==> src/rtl/seq_detect_param.sv <==
// seq_detect_param
// Moore serial-pattern detector with a runtime-loaded pattern, a runtime
// length, and a runtime overlap mode. It samples one bit per enabled cycle,
// pulses y for one cycle when the most recent len bits equal the pattern,
// and keeps a saturating count of matches.
//
// Ports
//   clk          rising-edge clock
//   rst          synchronous active-high reset; overrides all other inputs
//   en           sample x this cycle
//   x            serial data bit
//   cfg_load     strobe: capture cfg_pattern / cfg_len / cfg_overlap
//   cfg_pattern  pattern; bit len-1 is received first, bit 0 last
//   cfg_len      active length (clamped to MAX_LEN; 0 disables detection)
//   cfg_overlap  1 = overlapping detection, 0 = non-overlapping
//   cnt_clr      clear match_count (a clear coincident with a hit gives 1)
//   y            registered one-cycle match pulse
//   match_count  saturating match counter
//   count_sat    registered flag, high while match_count is all ones
//
// Detection state is the fill level of the history register:
//   state      | meaning
//   fill = 0   | no valid bits (after reset, load, or a non-overlapping hit)
//   0<fill<len | collecting bits, no match possible yet
//   fill >= len| last len bits are valid and are compared on every sample
module seq_detect_param #(
   parameter int                 MAX_LEN     = 8,
   parameter int                 LEN_W       = 4,
   parameter int                 CNT_W       = 8,
   parameter logic [MAX_LEN-1:0] RST_PATTERN = MAX_LEN'(8'b0011_0101),
   parameter int                 RST_LEN     = 6,
   parameter logic               RST_OVERLAP = 1'b0
) (
   input  logic               clk,
   input  logic               rst,
   input  logic               en,
   input  logic               x,
   input  logic               cfg_load,
   input  logic [MAX_LEN-1:0] cfg_pattern,
   input  logic [LEN_W-1:0]   cfg_len,
   input  logic               cfg_overlap,
   input  logic               cnt_clr,
   output logic               y,
   output logic [CNT_W-1:0]   match_count,
   output logic               count_sat
);

   logic [MAX_LEN-1:0] hist;
   logic [MAX_LEN-1:0] hist_n;
   logic [MAX_LEN-1:0] pat;
   logic [MAX_LEN-1:0] mask;
   logic [LEN_W-1:0]   fill;
   logic [LEN_W-1:0]   fill_inc;
   logic [LEN_W-1:0]   len;
   logic [LEN_W-1:0]   len_ld;
   logic               ovl;
   logic               hit;
   logic [CNT_W-1:0]   count_n;

   always_comb begin
      hist_n   = {hist[MAX_LEN-2:0], x};
      fill_inc = (fill == LEN_W'(MAX_LEN)) ? fill : fill + 1'b1;

      // Compare only the low len bits of history against the pattern.
      mask = '0;
      for (int i = 0; i < MAX_LEN; i++) begin
         mask[i] = (LEN_W'(i) < len);
      end

      hit = en && !cfg_load && (len != '0) && (fill_inc >= len) &&
            (((hist_n ^ pat) & mask) == '0);

      count_n = match_count;
      if (hit) begin
         if (cnt_clr)
            count_n = CNT_W'(1);
         else if (!(&match_count))
            count_n = match_count + 1'b1;
      end else if (cnt_clr) begin
         count_n = '0;
      end

      len_ld = (cfg_len > LEN_W'(MAX_LEN)) ? LEN_W'(MAX_LEN) : cfg_len;
   end

   always_ff @(posedge clk) begin
      if (rst) begin
         hist        <= '0;
         fill        <= '0;
         y           <= 1'b0;
         match_count <= '0;
         count_sat   <= 1'b0;
         pat         <= RST_PATTERN;
         len         <= LEN_W'(RST_LEN);
         ovl         <= RST_OVERLAP;
      end else begin
         match_count <= count_n;
         count_sat   <= &count_n;
         if (cfg_load) begin
            pat  <= cfg_pattern;
            len  <= len_ld;
            ovl  <= cfg_overlap;
            hist <= '0;
            fill <= '0;
            y    <= 1'b0;
         end else if (en) begin
            hist <= hist_n;
            // Non-overlapping: a hit consumes all valid bits, but the bit
            // sampled in the following (y-high) cycle is still taken.
            fill <= (hit && !ovl) ? '0 : fill_inc;
            y    <= hit;
         end else begin
            y <= 1'b0;
         end
      end
   end

endmodule
==> config.mk <==
export PLATFORM = sky130hd
export DESIGN_NAME = seq_detect_param
export DESIGN_NICKNAME = d
export VERILOG_FILES = /design/src/rtl/seq_detect_param.sv
export SDC_FILE = /design/constraint.sdc
export NUM_CORES = 1
export LEC_CHECK = 0
export CORE_AREA = 8 8 65 67
export DETAILED_ROUTE_END_ITERATION = 10
export DIE_AREA = 0 0 73 75
export PLACE_DENSITY = 0.91
export SYNTH_ARGS = -nofsm -noshare
export SYNTH_HDL_FRONTEND = slang
export SYNTH_SLANG_ARGS = --single-unit
==> constraint.sdc <==
create_clock -name clk -period 6.05 [get_ports clk]
set_input_delay 1.21 -clock clk [delete_from_list [all_inputs] [get_ports clk]]
set_output_delay 1.21 -clock clk [all_outputs]
set_load 0.02 [all_outputs]
Word-level counts from Yosys, hierarchy flattened

Index checks and enable logic that the tools add are counted.

Add/subtract/negate cells: 2
Order comparisons: 10
Eq/ne operators: 1
Mux-type cells: 7
Bitwise gates (word level): 3
Reduce and logical (&&, ||, !) cells: 13

Operators by type and width:

| kind                                                                | count |
|---|---|
| 8-bit two-way mux                                                   | 4 |
| 3-bit by 4-bit < comparator with 1-bit output, first input constant | 4 |
| 8-bit AND reduction                                                 | 2 |
| 4-bit two-way mux                                                   | 3 |
| 8-bit by 1-bit adder with 8-bit output, second input constant       | 1 |
| 8-bit AND                                                           | 1 |
| 8-bit logical NOT                                                   | 1 |
| 1-bit by 4-bit < comparator with 1-bit output, first input constant | 2 |
| 2-bit by 4-bit < comparator with 1-bit output, first input constant | 2 |
| 8-bit bitwise XOR                                                   | 1 |
| 1-bit logical AND                                                   | 5 |
| 4-bit by 1-bit adder with 4-bit output, second input constant       | 1 |
| 4-bit == test, second input constant                                | 1 |
| 4-bit greater-or-equal comparator                                   | 1 |
| 4-bit > comparator, second input constant                           | 1 |
| 4-bit nonzero test                                                  | 1 |
| 3-bit OR reduction                                                  | 1 |
| 1-bit logical NOT                                                   | 2 |
| 2-bit OR reduction                                                  | 1 |
| 1-bit NOT                                                           | 1 |

Register bits after elaboration: 34
Input port bits: 19
Output and inout port bits: 10
Logic and storage cells: 44

Depth between registers and ports, before layout

Gate-level depths: netlist (run 1).

Word-level depth: 7
Gate-level depth with buffers: 15
Gate-level depth less buffers: 13

Worst setup path before layout (run 1)

No wires, ideal clock.

Kind: input to register
From: input port en
To: register count_sat
Library setup time: 87 ps
Arrival: 2594 ps
Data required time: 5963 ps
Slack: 3368 ps
Stages on the path: 9
Buffers on the path: 3
Cells stage by stage: clkbuf_1 > nand3_1 > a2111oi_0 > and3_1 > buf_6 > buf_6 > a21o_4 > o2111ai_2 > nor4b_2

Word-level cells in the longest chain between the ends: 6

Ends and longest elaborated chain:

| item                            | line | RTL |
|---|---|---|
| start: declaration              | 36   | `input logic en,` |
| 1-bit logical AND (4 in series) | 70   | `hit = en && !cfg_load && (len != '0) && (fill_inc >= len) &&` |
| 8-bit two-way mux               | 74   | `if (hit) begin` |
| 8-bit AND reduction             | 98   | `count_sat <= &count_n;` |
| end signal: assignment          | 98   |  |
| end: declaration                | 45   | `output logic count_sat` |

Every way passes these cells.
A chain may end at the register's enable or synchronous reset.

Worst setup path after layout (run 1)

From: input port cfg_load
To: register count_sat

Word-level cells in the longest chain between the ends: 7

Ends and longest elaborated chain:

| item                            | line | RTL |
|---|---|---|
| start: declaration              | 38   | `input logic cfg_load,` |
| 1-bit logical NOT               | 70   |  |
| 1-bit logical AND (4 in series) | 70   |  |
| 8-bit two-way mux               | 74   |  |
| 8-bit AND reduction             | 98   |  |

Every way passes these cells.

==> out/results.tsv, run 1 <==
metric	value	unit
post-route cell area	2110	um2
minimum clock period	3.72	ns
number of port buffers	28	
1st-pass router iterations	4	
Async S/R FF share, synth	0	
hpwl dp	2870	um
CTS tree	done	
worst-path fanout max	20	
die width	73	um
clk_lat worst skew	0.34	ns
Synth top cells by count	dfxtp_1, nor2_1, mux2i_1, a21oi_1	
Setup TNS Final	0	ns
P_int	0.297	mW
synth warn	0	
worst min-delay path class	register to register	
RSZ-0062 raised after global routing	false	
# H-tree levels	2	
post_cts resized	0	
status	finished, final reports clean	
vias in the first global route	1466	
initial antenna violation count	0	
Num CTS Buffers	5	
critical path arrival	3.98	ns
largest delay contributor family on the critical path	simple AND/OR/NAND/NOR gates	
Initial Util	0.551	
Main synth FF type	dfxtp_1	
Seq/Total Area, Yosys	0.382	
share of cells above drive strength 1	0.0933	
initial DRC count	126	
Yosys cell types	40	
achievable frequency	269	MHz
die height	75	um
Syn Nets	227	
Final nets	251	
clock skew	0.00901	ns
final worst-path cycle share	0.616	
max_cap viols	0	
Detail Route Antenna Nets	0	
crit end category	register	
mapped cell area	1780	um2
routed wire length	3790	um
VDD IR max	0.000151	V
grt ovf	0	
clock power share	0.290	
flops & latches, synth	34	
Power Dens Cells	188	nW/um2
placed inst area	2060	um2
sequential power share	0.593	
Buffers & Inverters on Critical Path	2	
area leader, netlist	dfxtp_1	
final cell count without fillers	271	
Leakage	0.828	nW
Clock Sinks	34	
DR vias	1494	
routed vias/inst	5.51	
Worst Setup Start Kind	input pin	
Slew Limit Fails	0	
count leader, synth	dfxtp_1	
FP Rows	21	
Hold Vio Cnt, Final	0	
Setup Buffers After CTS	0	
DRC Markers	0	
largest net degree at the start of global routing	21	
Cells after Synth	201	
Post-synth EDFFs	0	
Setup CP Type	input pin to register	
Gate power share	0.116	
fin worst setup slack	2.33	ns
Floorplan Core Area	3230	um2
routed len/inst	14.0	um
placed cells	264	
Antenna diodes	0	
synthesis-to-finish area growth	18.5	%
Worst path slowest cell	clkdlybuf4s50_1	
Final Setup Violations	0	
crit-path most repeated cell	nand3_1	
Clock Path Buffers	2	
GPL Wtd Cong	0.925	
GR Util All Layers	0.150	
cts hold-fix bufs	0	
overall die area	5480	um2
slew margin rel.	0.484	
I/O pin count	29	
clock input transition at the sequential cells of the worst setup and hold paths	0.10	ns
Worst R2R Setup Slack	2.98	ns
global-route wire length before repair	6440	um
dpl ws	1.98	ns
Root Buffer	clkbuf_4	
leading post-synthesis cells by cell area	dfxtp_1, mux2i_1, nor2_1, ha_1, xnor2_1	
CP Cell Sequence	clkdlybuf4s50_1 -> inv_1 -> nand3_1 -> a2111oi_0 -> and3_1 -> nand3_1 -> xor2_1 -> nor4b_2	
max incr delay on CP	0.81	ns
sw power	0.100	mW
Avg Cell Area, Syn	8.86	um2
Worst Path Required	6.31	ns
post-synth top area share	0.382	
Worst Tran Pin Value	0.772	ns
Sw Share	0.252	
## cell families after synthesis
family                     Yosys count  share of synthesized area
and+or+nand+nor                     74                      0.221
buffers and inverters               21                     0.0527
muxes                               15                     0.0843
adders and majority gates            7                     0.0492
xor gates and xnor gates            13                     0.0639
AOI/OAI and AO/OA                   37                      0.147
DFF                                 34                      0.382
## final timing paths
path | from | cells past startpoint | to
setup / recovery | cfg_load | 8 | count_sat
hold / removal | fill[3] | 2 | fill[3]
setup reg to reg | fill[0] | 13 | count_sat
hold reg to reg | fill[3] | 2 | fill[3]
## power groups by stage
stage               logic [mW]  registers [mW]  clock network (mW)
global route            0.0514           0.237               0.130
floorplan               0.0293           0.240                   0
finish                  0.0463           0.236               0.115
global placement        0.0446           0.241                   0
detailed placement      0.0464           0.241                   0
CTS                     0.0465           0.236               0.119
## worst reg2reg max path, stage by stage, from the launching register on
cell	delay, ns
dfxtp_1	0.41
inv_1	0.10
ha_1	0.20
nand2_1	0.09
nor2_1	0.07
xnor2_1	0.18
ha_1	0.25
nand2b_1	0.15
a2111oi_2	0.37
a2111oi_0	0.10
and3_1	0.35
and2_4	0.27
a211oi_2	0.22
nor4b_2	0.21
## registers in the layout, summed over array words and instances, names as in the netlist
signal	cells
pat	8
match_count	8
y	1
ovl	1
hist	7
count_sat	1
len	4
fill	4
## cell usage in the layout (no fill, tap or decap), types with 2 or more instances in the layout
master,count
xnor2_1,9
a31oi_1,3
mux2i_1,15
nor2_1,25
or2_2,2
dfxtp_1,34
and3_2,3
a21oi_1,14
and3_1,3
a211o_1,4
nand3_1,10
xor2_1,4
inv_1,10
nand4_1,2
ha_1,7
o21ai_0,6
nor2b_1,5
clkinv_2,2
nand2b_1,6
nor3_1,2
clkbuf_4,5
nand2_1,8
clkdlybuf4s50_1,28
## per-stage QoR
step / utilization / total power, mW / hold slack [ns]
after CTS: 0.653 / 0.401 / 0.509
after floorplan: - / 0.269 / 0.454
final: 0.653 / 0.398 / 0.505
after global placement: 0.638 / 0.286 / 0.473
after detailed placement: 0.638 / 0.288 / 0.488
after global routing: 0.653 / 0.418 / 0.520
## cell type report
class                   count  area [um2]
fillers                   277        1120
clock buffers               5        37.5
multi-input cells         146        1010
well taps                  46        57.6
flip-flops and latches     34         681
inverters                  10        37.5
repair buffers             28         280
clock inverters             2        10.0
## per-layer routing
metal  global-route usage  up-vias  wire (um)
met2                0.250       66       1760
met4               0.0800        0         65
met3               0.0426        8        275
li1                     -      747          -
met5                    0        -          0
met1                0.170      673       1690
Note: power is estimated with default switching activity, not from simulation.
==> run 2: changes to the inputs <==
- CORE_AREA: 8 8 65 67 -> 8 8 67 69
- DIE_AREA: 0 0 73 75 -> 0 0 75 77
- PLACE_DENSITY: 0.91 -> 0.86
- clock period: 6.05 -> 3.5 ns (I/O delays scaled with it)
==> out/results.tsv, run 2 (same netlist as run 1, synthesis figures left out) <==
metric	value	unit
VDD IR max	0.000259	V
DR vias	1443	
initial antenna violation count	0	
Power Dens Cells	333	nW/um2
max incr delay on CP	0.36	ns
# H-tree levels	2	
synthesis-to-finish area growth	20.6	%
clock input transition at the sequential cells of the worst setup and hold paths	0.11	ns
crit end category	register	
Setup Buffers After CTS	0	
worst min-delay path class	register to register	
die width	75	um
vias in the first global route	1403	
most common cell after layout, fill and taps aside	dfxtp_1	
minimum clock period	3.04	ns
final worst-path cycle share	0.868	
fill cell count	309	
FP Rows	22	
cts hold-fix bufs	0	
Detail Route Antenna Nets	0	
placed cells	269	
Floorplan Core Area	3500	um2
status	finished, final reports clean	
largest net degree at the start of global routing	20	
CP Cell Sequence	inv_1 -> ha_1 -> nand2_1 -> nor2_1 -> xnor2_1 -> ha_1 -> nand2b_1 -> a2111oi_2 -> a2111oi_0 -> and3_1 -> and2_4 -> a211oi_2 -> nor4b_2	
Clock Path Buffers	2	
GPL Wtd Cong	0.868	
RSZ-0062 raised after global routing	false	
worst hold start	ovl	
routed vias/inst	5.21	
Final nets	254	
overall die area	5780	um2
Setup CP Type	register to register	
commonest non-fill, non-tap cells in the layout	dfxtp_1, clkdlybuf4s50_1, nor2_1	
number of port buffers	28	
routed len/inst	12.9	um
Final Setup Violations	0	
die height	77	um
Initial Util	0.510	
global-route wire length before repair	6290	um
slew margin rel.	0.673	
GR Util All Layers	0.137	
Num CTS Buffers	5	
grt ovf	0	
CTS tree	done	
Hold Path Depth	2	
Worst R2R Setup Slack	0.46	ns
Leakage	0.847	nW
worst-path fanout max	16	
hold endpoint	ovl	
post_cts resized	0	
Hold Vio Cnt, Final	0	
Slew Limit Fails	0	
achievable frequency	329	MHz
Clock Sinks	34	
clock skew	0.0103	ns
critical path arrival	3.29	ns
final cell count without fillers	277	
reg2reg start	fill[0]	
routed wire length	3580	um
hpwl dp	2730	um
DRC Markers	0	
Worst Tran Pin Value	0.491	ns
Worst path slowest cell	dfxtp_1	
r2r worst-path depth	13	
max_cap viols	0	
Crit Reg-Reg Endpoint	count_sat	
initial DRC count	72	
Largest regs	match_count (8), pat (8), hist (7)	
Setup TNS Final	0	ns
Antenna diodes	0	
1st-pass router iterations	4	
Worst Setup Start Kind	register	
Root Buffer	clkbuf_4	
Worst Path Required	3.75	ns
I/O pin count	29	
share of cells above drive strength 1	0.105	
clk_lat worst skew	0.34	ns
crit-path most repeated cell	ha_1	
run 2: critical path: cells and delay by family (launching register included):
| family | cells | cell delay [ns] |
|---|---|---|
| xor gates and xnor gates | 1 | 0.15 |
| buffers and inverters | 1 | 0.12 |
| and+or+nand+nor | 6 | 1.23 |
| DFF | 1 | 0.36 |
| AOI/OAI and AO/OA | 3 | 0.68 |
| adders and majority gates | 2 | 0.39 |
run 2: through the flow:
stage / utilization / power (mW) / hold slack [ns] / area, um2 / setup WS, ns
finish: 0.615 / 0.715 / 0.503 / 2150 / 0.462
global route: 0.615 / 0.748 / 0.540 / 2150 / 0.242
CTS: 0.615 / 0.727 / 0.507 / 2150 / 0.460
detailed placement: 0.597 / 0.498 / 0.482 / 2090 / 0.545
global placement: 0.597 / 0.496 / 0.474 / 2090 / 0.565
floorplan: - / 0.465 / 0.454 / 1780 / 0.862
run 2: layout make-up:
cell class,count,area [um2],area share
timing repair buffer,31,303,0.141
inverter,10,37.5,0.0175
clock inverter,1,5.00,0.00233
multi-input combinational,146,1010,0.469
clock buffer,7,55.1,0.0256
sequential,34,681,0.317
tap,48,60.1,0.0280
run 2: worst max path at each step:
stage                     startpoint         to  slack (ns)  cells past startpoint
after floorplan              fill[0]  count_sat        0.86                     14
after global placement       fill[0]  count_sat        0.57                     13
after CTS                    fill[0]  count_sat        0.46                     13
after global routing         fill[0]  count_sat        0.24                     13
after detailed placement     fill[0]  count_sat        0.54                     13
final                        fill[0]  count_sat        0.46                     13
run 2: layer usage:
metal / track usage / part of all wire / up-vias
met5: 0 / 0 / -
met4: 0.0627 / 0.011 / 0
met3: 0.0481 / 0.055 / 4
met2: 0.221 / 0.47 / 29
met1: 0.155 / 0.46 / 654
li1: - / - / 756
run 2: power breakdown:
part,internal (mW),switching [mW]
Sequential,0.398,0.0101
Combinational,0.0463,0.0350
Clock,0.0973,0.129
==> run 3: changes to the inputs <==
- CELL_PAD_IN_SITES_DETAIL_PLACEMENT: default -> 2
- CELL_PAD_IN_SITES_GLOBAL_PLACEMENT: default -> 2
- CORE_AREA: 8 8 67 69 -> 8 8 84 86
- DIE_AREA: 0 0 75 77 -> 0 0 92 94
- PLACE_DENSITY: 0.86 -> 0.85
- RECOVER_POWER: default -> 25
==> out/results.tsv, run 3 (same netlist as run 1, synthesis figures left out) <==
metric	value	unit
status	finished, final reports clean	
final worst-path cycle share	0.877	
Detail Route Antenna Nets	0	
placed cells	296	
Final Setup Violations	0	
most common cell after layout, fill and taps aside	dfxtp_1	
routed vias/inst	4.94	
RSZ-0062 raised after global routing	false	
Final nets	254	
placed inst area	2120	um2
Final Power	0.796	mW
CTS tree	done	
GR Util All Layers	0.126	
Buffers & Inverters on Critical Path	1	
1st-pass router iterations	4	
clock input transition at the sequential cells of the worst setup and hold paths	0.07	ns
die height	94	um
initial antenna violation count	0	
routed wire length	4960	um
Worst Tran Pin Value	1.05	ns
FP Rows	28	
grt ovf	0	
Antenna diodes	0	
routed len/inst	16.3	um
global-route wire length before repair	8640	um
Num CTS Buffers	5	
Worst Path Required	3.70	ns
crit-path most repeated cell	ha_1	
overall die area	8650	um2
share of cells above drive strength 1	0.100	
Hold Vio Cnt, Final	0	
Setup TNS Final	0	ns
VDD IR max	0.000198	V
clock skew	0.00591	ns
post_cts resized	0	
largest delay contributor family on the critical path	simple AND/OR/NAND/NOR gates	
achievable frequency	326	MHz
Setup CP Type	register to register	
post-route cell area	2210	um2
Root Buffer	clkbuf_8	
max_cap viols	0	
fill cell count	662	
CP Cell Sequence	inv_1 -> ha_1 -> nand2_1 -> nor2_1 -> xnor2_1 -> ha_1 -> nand2b_1 -> a2111oi_2 -> a2111oi_0 -> and3_1 -> and2_4 -> a211oi_2 -> nor4b_2	
synthesis-to-finish area growth	24.0	%
cts hold-fix bufs	0	
max incr delay on CP	0.36	ns
final cell count without fillers	304	
Largest regs	match_count (8), pat (8), hist (7)	
Initial Util	0.310	
Floorplan Core Area	5750	um2
Leakage	0.857	nW
clk_lat worst skew	0.29	ns
die width	92	um
GPL Wtd Cong	0.793	
number of port buffers	28	
Worst path slowest cell	and3_1	
critical path arrival	3.27	ns
DRC Markers	0	
worst-path fanout max	16	
crit end category	register	
worst min-delay path class	register to register	
DR vias	1502	
# H-tree levels	2	
Layout Utilization	0.385	
Power Dens Cells	360	nW/um2
Setup Buffers After CTS	0	
Clock Path Buffers	2	
initial DRC count	43	
Slew Limit Fails	0	
commonest non-fill, non-tap cells in the layout	dfxtp_1, clkdlybuf4s50_1, nor2_1	
Clock Sinks	34	
largest net degree at the start of global routing	20	
slew margin rel.	0.297	
hpwl dp	3840	um
I/O pin count	29	
vias in the first global route	1724	
minimum clock period	3.07	ns
Worst Setup Start Kind	register	
[run 3: cell types whose count changed in the layout (fill, tap and decap cells not counted)]
cell and delta:
buf_4 -1, clkbuf_1 +1, clkbuf_4 -5, clkbuf_8 +5, clkdlybuf4s50_1 -1, dlygate4sd3_1 +1
[run 3: path summary, 6_finish.rpt]
path / cells after the start / to / start / slack [ns]
max: 13 / count_sat / fill[0] / 0.43
min reg2reg: 2 / ovl / ovl / 0.50
max reg2reg: 13 / count_sat / fill[0] / 0.43
min: 2 / ovl / ovl / 0.50
[run 3: final cells by class]
type	instances	area [um2]	share of cell area
repair buffers	31	299	0.135
inverters	10	37.5	0.0170
clock inverters	1	5.00	0.00227
well taps	75	93.8	0.0425
multi-input cells	146	1010	0.456
flip-flops and latches	34	681	0.308
clock buffers	7	86.3	0.0391
[run 3: metrics by stage]
stage / hold WS [ns] / setup WS, ns
after detailed placement: 0.486 / 0.405
after CTS: 0.502 / 0.370
after floorplan: 0.454 / 0.862
after global routing: 0.537 / 0.166
final: 0.501 / 0.430
after global placement: 0.466 / 0.536
[run 3: worst min-delay path: stages, from the launching register on]
cell,delay [ns]
dfxtp_1,0.33
mux2i_1,0.07
nor2_1,0.07
[run 3: per-layer routing]
| metal | vias up | global-route usage | routed length [um] |
|---|---|---|---|
| met5 | - | 0 | 0 |
| met4 | 0 | 0.0523 | 85 |
| met3 | 5 | 0.0296 | 143 |
| met2 | 26 | 0.216 | 2480 |
| met1 | 721 | 0.146 | 2250 |
| li1 | 750 | - | - |
[run 3: where the power goes]
part	total (mW)	leakage (nW)	switching, mW	internal (mW)
registers	0.409	0.277	0.0111	0.398
logic	0.0860	0.531	0.0400	0.0461
clock network	0.301	0.0482	0.142	0.159
